`src/rtl/pslip_grant_arb.sv`:
```
// pslip_grant_arb: output-port grant arbiter for a pSLIP scheduler.
// Picks the highest request priority, then round-robins within that level
// using one pointer per level. The grant is held until the input side
// answers. Pointers move only on accept, which keeps outputs desynchronized.
//
// Handshake: iter_start is a one-cycle pulse that is honoured only in IDLE.
// resp_valid/resp_accept is honoured only in WAIT, where it is consumed on
// the edge that samples it. There is no backpressure on either signal.
module pslip_grant_arb #(
  parameter int N = 4,
  parameter int P = 4,
  localparam int PW = (P > 1) ? $clog2(P) : 1,
  localparam int NW = (N > 1) ? $clog2(N) : 1
) (
  input  logic            clk,
  input  logic            rst_n,
  input  logic [PW-1:0]   req_pri [N],
  input  logic            iter_start,
  input  logic            resp_valid,
  input  logic            resp_accept,
  output logic [N-1:0]    grant,
  output logic            grant_valid,
  output logic [PW-1:0]   grant_pri,
  output logic            busy,
  output logic            dbg_state,
  output logic [P*NW-1:0] dbg_ptr
);

  typedef enum logic {
    S_IDLE = 1'b0,
    S_WAIT = 1'b1
  } state_t;

  state_t          state_q;
  logic [N-1:0]    grant_q;
  logic            grant_valid_q;
  logic [PW-1:0]   grant_pri_q;
  logic [NW-1:0]   gidx_q;
  logic [NW-1:0]   ptr_q [P];

  logic [PW-1:0]   max_pri;
  logic [NW-1:0]   pick_idx;
  logic            found;
  logic [NW:0]     cand;

  // Highest requested level, then the first requester of that level at or
  // after that level's pointer, scanning with wrap at N.
  always_comb begin
    max_pri = '0;
    for (int i = 0; i < N; i++) begin
      if (req_pri[i] > max_pri) max_pri = req_pri[i];
    end
    pick_idx = '0;
    found    = 1'b0;
    cand     = '0;
    for (int k = 0; k < N; k++) begin
      cand = {1'b0, ptr_q[max_pri]} + (NW+1)'(k);
      if (cand >= (NW+1)'(N)) cand = cand - (NW+1)'(N);
      if (!found && (req_pri[cand[NW-1:0]] == max_pri)) begin
        found    = 1'b1;
        pick_idx = cand[NW-1:0];
      end
    end
  end

  // Arbitration FSM with registered grant outputs and per-level pointers.
  always_ff @(posedge clk) begin
    if (!rst_n) begin
      state_q       <= S_IDLE;
      grant_q       <= '0;
      grant_valid_q <= 1'b0;
      grant_pri_q   <= '0;
      gidx_q        <= '0;
      for (int l = 0; l < P; l++) ptr_q[l] <= '0;
    end else begin
      case (state_q)
        S_IDLE: begin
          if (iter_start && (max_pri != '0)) begin
            grant_q       <= N'(1) << pick_idx;
            grant_valid_q <= 1'b1;
            grant_pri_q   <= max_pri;
            gidx_q        <= pick_idx;
            state_q       <= S_WAIT;
          end
        end
        S_WAIT: begin
          if (resp_valid) begin
            if (resp_accept) begin
              ptr_q[grant_pri_q] <= (gidx_q == NW'(N - 1)) ? '0 : gidx_q + NW'(1);
            end
            grant_q       <= '0;
            grant_valid_q <= 1'b0;
            grant_pri_q   <= '0;
            state_q       <= S_IDLE;
          end
        end
        default: state_q <= S_IDLE;
      endcase
    end
  end

  // Flatten the pointer array for observation.
  always_comb begin
    dbg_ptr = '0;
    for (int l = 0; l < P; l++) dbg_ptr[l*NW +: NW] = ptr_q[l];
  end

  assign grant       = grant_q;
  assign grant_valid = grant_valid_q;
  assign grant_pri   = grant_pri_q;
  assign busy        = (state_q == S_WAIT);
  assign dbg_state   = state_q;

endmodule

```
`config.mk`:
```
export PLATFORM = sky130hd
export DESIGN_NAME = pslip_grant_arb
export DESIGN_NICKNAME = d
export VERILOG_FILES = /design/src/rtl/pslip_grant_arb.sv
export SDC_FILE = /design/constraint.sdc
export NUM_CORES = 1
export LEC_CHECK = 0
export BUFFER_PORTS_ARGS = -buffer_cell sky130_fd_sc_hd__buf_2
export CAP_MARGIN = 5
export CORE_MARGIN = 3
export CORE_UTILIZATION = 43
export CTS_CLUSTER_SIZE = 24
export DETAILED_ROUTE_END_ITERATION = 7
export MAX_ROUTING_LAYER = met4
export PLACE_DENSITY = 0.74
export SLEW_MARGIN = 20
export SYNTH_ARGS = -nofsm -noshare
export SYNTH_HDL_FRONTEND = slang
export SYNTH_SLANG_ARGS = --single-unit
```
`constraint.sdc`:
```
create_clock -name clk -period 7 [get_ports clk]
set_input_delay 0.7 -clock clk [delete_from_list [all_inputs] [get_ports clk]]
set_output_delay 0.7 -clock clk [all_outputs]
set_load 0.02 [all_outputs]
```
After elaboration in Yosys (flattened, before gate mapping). Memories as Yosys holds them, arrays and structs flattened. Cells that the tools add are included.

Memories: 1. Word-level logic and storage cells: 99. Bits in registers: 10. Memory bits (writable): 8.

Shifts and indexed selects: 1. $add $sub $neg: 8. Reduce and logical (&&, ||, !) cells: 11. Equal/unequal tests: 7. Magnitude comparators: 12. Muxes and demuxes: 49. Bitwise gates (word level): 5.

Memories: ptr_q (depth 4, bits a word 2, read ports 5, clocked after Yosys merged registers in 0, wr ports 4, RTL line 39) `logic [NW-1:0] ptr_q [P];`.

Operators by type and width (number): 2-bit two-way mux (25); 3-bit >= comparator, second input constant (7); 2-bit binary-select mux with 2-bit select (4); 1-bit two-way mux (14); 2-bit inverter with 3-bit output (4); 2-bit == test (4); 4-bit two-way mux (2); 4-bit case mux with 2 select lines (1); 2-bit by 1-bit subtractor with 2-bit output, second input constant (4); 2-bit by 2-bit adder with 3-bit output, second input constant (2); 2-bit > comparator (3); 1-bit logical AND (4); 2-bit inequality test, second input constant (2); 1-bit case mux with 2 select lines (2); 2-bit case mux with 2 select lines (1); 2-bit AND reduction (2); 1-bit by 2-bit left shift with 4-bit output, first input constant (1); 2-bit by 1-bit adder with 3-bit output, second input constant (1); 2-bit by 3-bit >= comparator with 1-bit output, second input constant (1); 1-bit zero test (3); 2-bit by 1-bit adder with 2-bit output, second input constant (1); 2-bit == test, second input constant (1); 2-bit by 1-bit > comparator with 1-bit output, second input constant (1); 2-bit nonzero test (1); other kinds (2) (2).

Logic depth before layout (Yosys ltp). An unclocked memory read counts as a cell.

Depth after elaboration: 29. Depth in mapped cells: 27.

Worst setup path after synthesis. OpenSTA, ideal clock, no wires.

Path type: input to register. Start point: in req_pri[5] in the netlist's numbering. End point: reg grant_q[1] (netlist: grant[1]). Required time: 6.940 ns. Setup time: 0.060 ns. Path buffers: 3. Path slack: 1.602 ns. Stages: 26. Arrival time: 5.338 ns. Path through: inv_1 ha_1 nor3_1 nand3b_1 nand2_1 ha_1 o21ba_2 nor3_1 a31o_4 inv_1 ha_1 nor2b_1 clkbuf_2 or2_0 buf_6 o311a_2 a211o_1 nand3_1 o211ai_1 and3_1 or3_1 buf_2 nand2_1 nor3_1 nor4_4 a41o_1.

Cells in the longest elaborated chain, start to end: 27. Elaborated cells on any way between the ends: 62. Classes of those cells: 7 x add/sub; 7 x order compare; 5 x eq/ne; 1 x shift; 28 x mux; 4 x bitwise; 9 x reduce/logical; 1 x memory.

Ends and longest elaborated chain: start, declared (RTL line 17) `input logic [PW-1:0] req_pri [N],`; branches (longest 27 deep; another with 2-bit by 1-bit adder with 3-bit output); end signal, assigned (RTL line 79) `grant_q <= N'(1) << pick_idx;`; end, declared (RTL line 35) `logic [N-1:0] grant_q;`.

Several ways; the timed one is not identified. The select of a mux whose other input is x is not followed. A chain may end at the register's enable or synchronous reset.

Worst setup path in the final report.
Start point: in req_pri[4] in the netlist's numbering. End point: reg grant_q[2] (netlist: grant[2]).

Same word-level chain as after synthesis.

==> impl_metrics.csv <==
group,metric,value,unit
timing,fin_ws,0.752,ns
cts,htreeDepth,1,
detailed_routing,drt_iter0_drc,212,
detailed_routing,drc_errors,0,
critical_path,crit_family,"simple AND/OR/NAND/NOR gates",
cts,cts_sinks,18,
placed_design,hpwl,4120,um
synth,synthAdderAreaFrac,6.13,%
power_and_ir_drop,seq_power_share,26.9,%
run,drv_cap,0,
power_and_ir_drop,p_switching,0.217,mW
placed_design,place_ws,0.587,ns
detailed_routing,drt-pass1-iter-count,4,
cts,cts-root-buf,"clkbuf_8",
finish,final_net_count,299,
global_route,grt_max_degree,19,
placed_design,globalplace.congestion,0.869,
cts,cts_made_buffers,3,
detailed_routing,num_vias,2034,
global_route,grt_usage,20.4,%
detailed_routing,viasPerCell,6.22,
cts,post_cts_buffers,0,
power_and_ir_drop,power.density,217,mW/mm2
synth,syn_area,0.00204,mm2
die,core_area,0.00447,mm2
synth,synth_seq_cells,18,
critical_path,crit_buf_inv,4,
critical_path,cp_max_fo,11,
synth,ys.flop_type,"dfxtp_1",
synth,synth_area_leaders,"edfxtp_1 12%, dfxtp_1 9.8%, ha_1 6.1%, nand3_1 4.9%, nand2_1 4.4%",
timing,period_share,89.3,%
die,rows,24,
synth,syn_inst,252,
synth,synth_top_family_by_area,"simple AND/OR/NAND/NOR gates",
die,ioPinCount,30,
critical_path,start_kind,"input port",
timing,slew-limit-headroom,56.1,%
detailed_routing,totalWireLength,5200,um
synth,synth.top_cell.area_share,11.8,%
cts,cts_tree,"done",
synth,yosysUniqueCellTypes,64,
finish,area_growth_syn_to_layout,9.75,%
synth,synth_warnings,0,
synth,synth_xor_area_share,0.797,%
placed_design,port_buffers,29,
synth,yosysMostFrequentCell,"nand2_1",
synth,synth_fp_nets,275,
power_and_ir_drop,vdd_ir_drop_max,0.000129,V
timing,finClkSkew,0.000666,ns
critical_path,max_stage_delay,0.54,ns
synth,synth-compound-area-share,30.5,%
detailed_routing,ant_nets,0,
cts,clk_latency,0.25,ns
critical_path,cp-end-kind,"flop",
outcome,status,"finished, final reports clean",
global_route,grt_overflow,0,
finish,diodes,0,
cts,path_clk_slew,0.06,ns
synth,muxShareOfSynthArea,4.48,%
cts,ctsHoldBuffers,0,
synth,synth_simple_gate_area_share,31.2,%
critical_path,cp_slowest_cell,"or2_0",
synth,synth-async-reset-ratio,0,%
die,initial_utilization,45.6,%
power_and_ir_drop,swShare,44.5,%
power_and_ir_drop,p_leak,0.912,nW
critical_path,cp.arrival,6.37,ns
detailed_routing,wl_per_cell,15.9,um
timing,slew_viol_final,0,
synth,yosys-top-cells-count,"24 x nand2_1, 20 x nand3_1, 16 x o21ai_0",
cts,cts_buffer_depth,2,
timing,worstMarginPinSlew,0.659,ns
die,die_w,74.9,um
global_route,grt_pass1_vias,1942,
critical_path,crit_required,7.12,ns
finish,drive_above_1_share,20.4,%
timing,fin_setup_tns,0,ns
power_and_ir_drop,comb_power_share,58.6,%
die,die_height,74.9,um
critical_path,crit_type,"input port to flop",
global_route,grt_antenna_before_repair,0,
die,dieArea,0.00561,mm2
timing,hold_violations,0,
min_path,hold_path.class,"flop to flop",
timing,fmax,160,MHz
global_route,grt_pass1_wl,8920,um
synth,yosys.area.top_type,"edfxtp_1",
timing,min_period,6.25,ns
power_and_ir_drop,internal-power,0.270,mW
timing,rsz0062_at_grt,"false",
cts,cts_resized,0,
synth,synth_edf_count,8,
timing,setup_viol,0,
synth,synth_seq_area_share,21.6,%
critical_path,cp_common_cell,"ha_1",
power_and_ir_drop,clkPwrFrac,14.4,%
synth,syn_avg_cell_area,8.10,um2
[path summary, 6_finish.rpt]
check,startpoint,to,slack (ns),cells past startpoint
max,req_pri[4],grant[2]$_SDFFE_PN0P_,0.75,25
min reg2reg,grant_valid$_SDFFE_PN0P_,grant_valid$_SDFFE_PN0P_,0.48,2
min,grant_valid$_SDFFE_PN0P_,grant_valid$_SDFFE_PN0P_,0.48,2
max reg2reg,ptr_q[3][0]$_DFFE_PP_,grant[2]$_SDFFE_PN0P_,3.95,11
[cells by family (layout without fill, tap and decap cells)]
logic type,Yosys count,count (layout)
multiplexers,9,9
buffers and inverters,23,46
XOR/XNOR,1,1
adder cells (fa/ha/maj),10,10
flip-flops,18,18
AND/OR/NAND/NOR,114,114
AO/OA/AOI/OAI,77,77
[placed cells by master (no fill, tap or decap), types with 3 or more instances in the layout]
master    count
mux2i_1       8
nand2_1      24
a211o_1       5
edfxtp_1      8
nor3_1       12
nand2b_1      6
nor2_1       13
o211ai_1      5
ha_1         10
a21boi_0      5
or3_1         6
nand4_1       8
nor2_2        3
clkbuf_8      3
inv_1        12
a211oi_1      3
a21oi_1       8
and3_1        4
buf_2        29
o21a_1        3
a311o_1       3
nand3_1      20
dfxtp_1      10
nand3b_1      4
o21ai_0      16
[stage by stage]
step | hold slack, ns | area, um2 | power, mW | instances | util [%]
4_1_cts | 0.493 | 2240 | 0.486 | 327 | 50.1
5_1_grt | 0.526 | 2240 | 0.527 | 327 | 50.1
3_3_place_gp | 0.458 | 2190 | 0.408 | 323 | 49.0
6_report | 0.479 | 2240 | 0.487 | 327 | 50.1
3_5_place_dp | 0.480 | 2190 | 0.415 | 323 | 49.0
2_1_floorplan | 0.509 | 2040 | 0.362 | 252 | -
[flip-flops by register name, summed over array words and instances, names as in the netlist]
| name | count |
|---|---|
| gidx_q | 2 |
| ptr_q | 8 |
| grant_pri | 2 |
| grant | 4 |
| grant_valid | 1 |
| busy | 1 |
[metal layers]
metal	GRT usage, %	vias to the layer above	wire [um]
met1	27.8	938	2420
met5	-	-	0
met2	31.8	70	2410
met3	1.60	12	256
met4	7.31	0	116
li1	-	1014	-
[power groups by stage]
stage | Combinational, mW | Clock (mW) | Sequential (mW)
6_report | 0.286 | 0.0703 | 0.131
4_1_cts | 0.283 | 0.0720 | 0.131
2_1_floorplan | 0.219 | 0 | 0.142
5_1_grt | 0.317 | 0.0786 | 0.132
3_5_place_dp | 0.282 | 0 | 0.133
3_3_place_gp | 0.276 | 0 | 0.133
[final cells by class]
class	count	area, um2
Clock buffer	3	41.3
Clock inverter	1	3.75
Fill cell	450	2230
Inverter	12	45.0
Multi-Input combinational cell	211	1490
Sequential cell	18	440
Tap cell	52	65.1
Timing Repair Buffer	30	153
[worst register-to-register path, cell delays in order (launching register included)]
cell      delay [ns]
edfxtp_1        0.38
o21ai_0         0.16
nor4_1          0.47
a311o_2         0.32
a21boi_0        0.14
o21ai_0         0.21
nand4_1         0.14
or3_1           0.43
nand2_1         0.11
nor3_1          0.07
nor4_4          0.36
o32ai_1         0.14
Note: power is estimated with default switching activity, not from simulation.
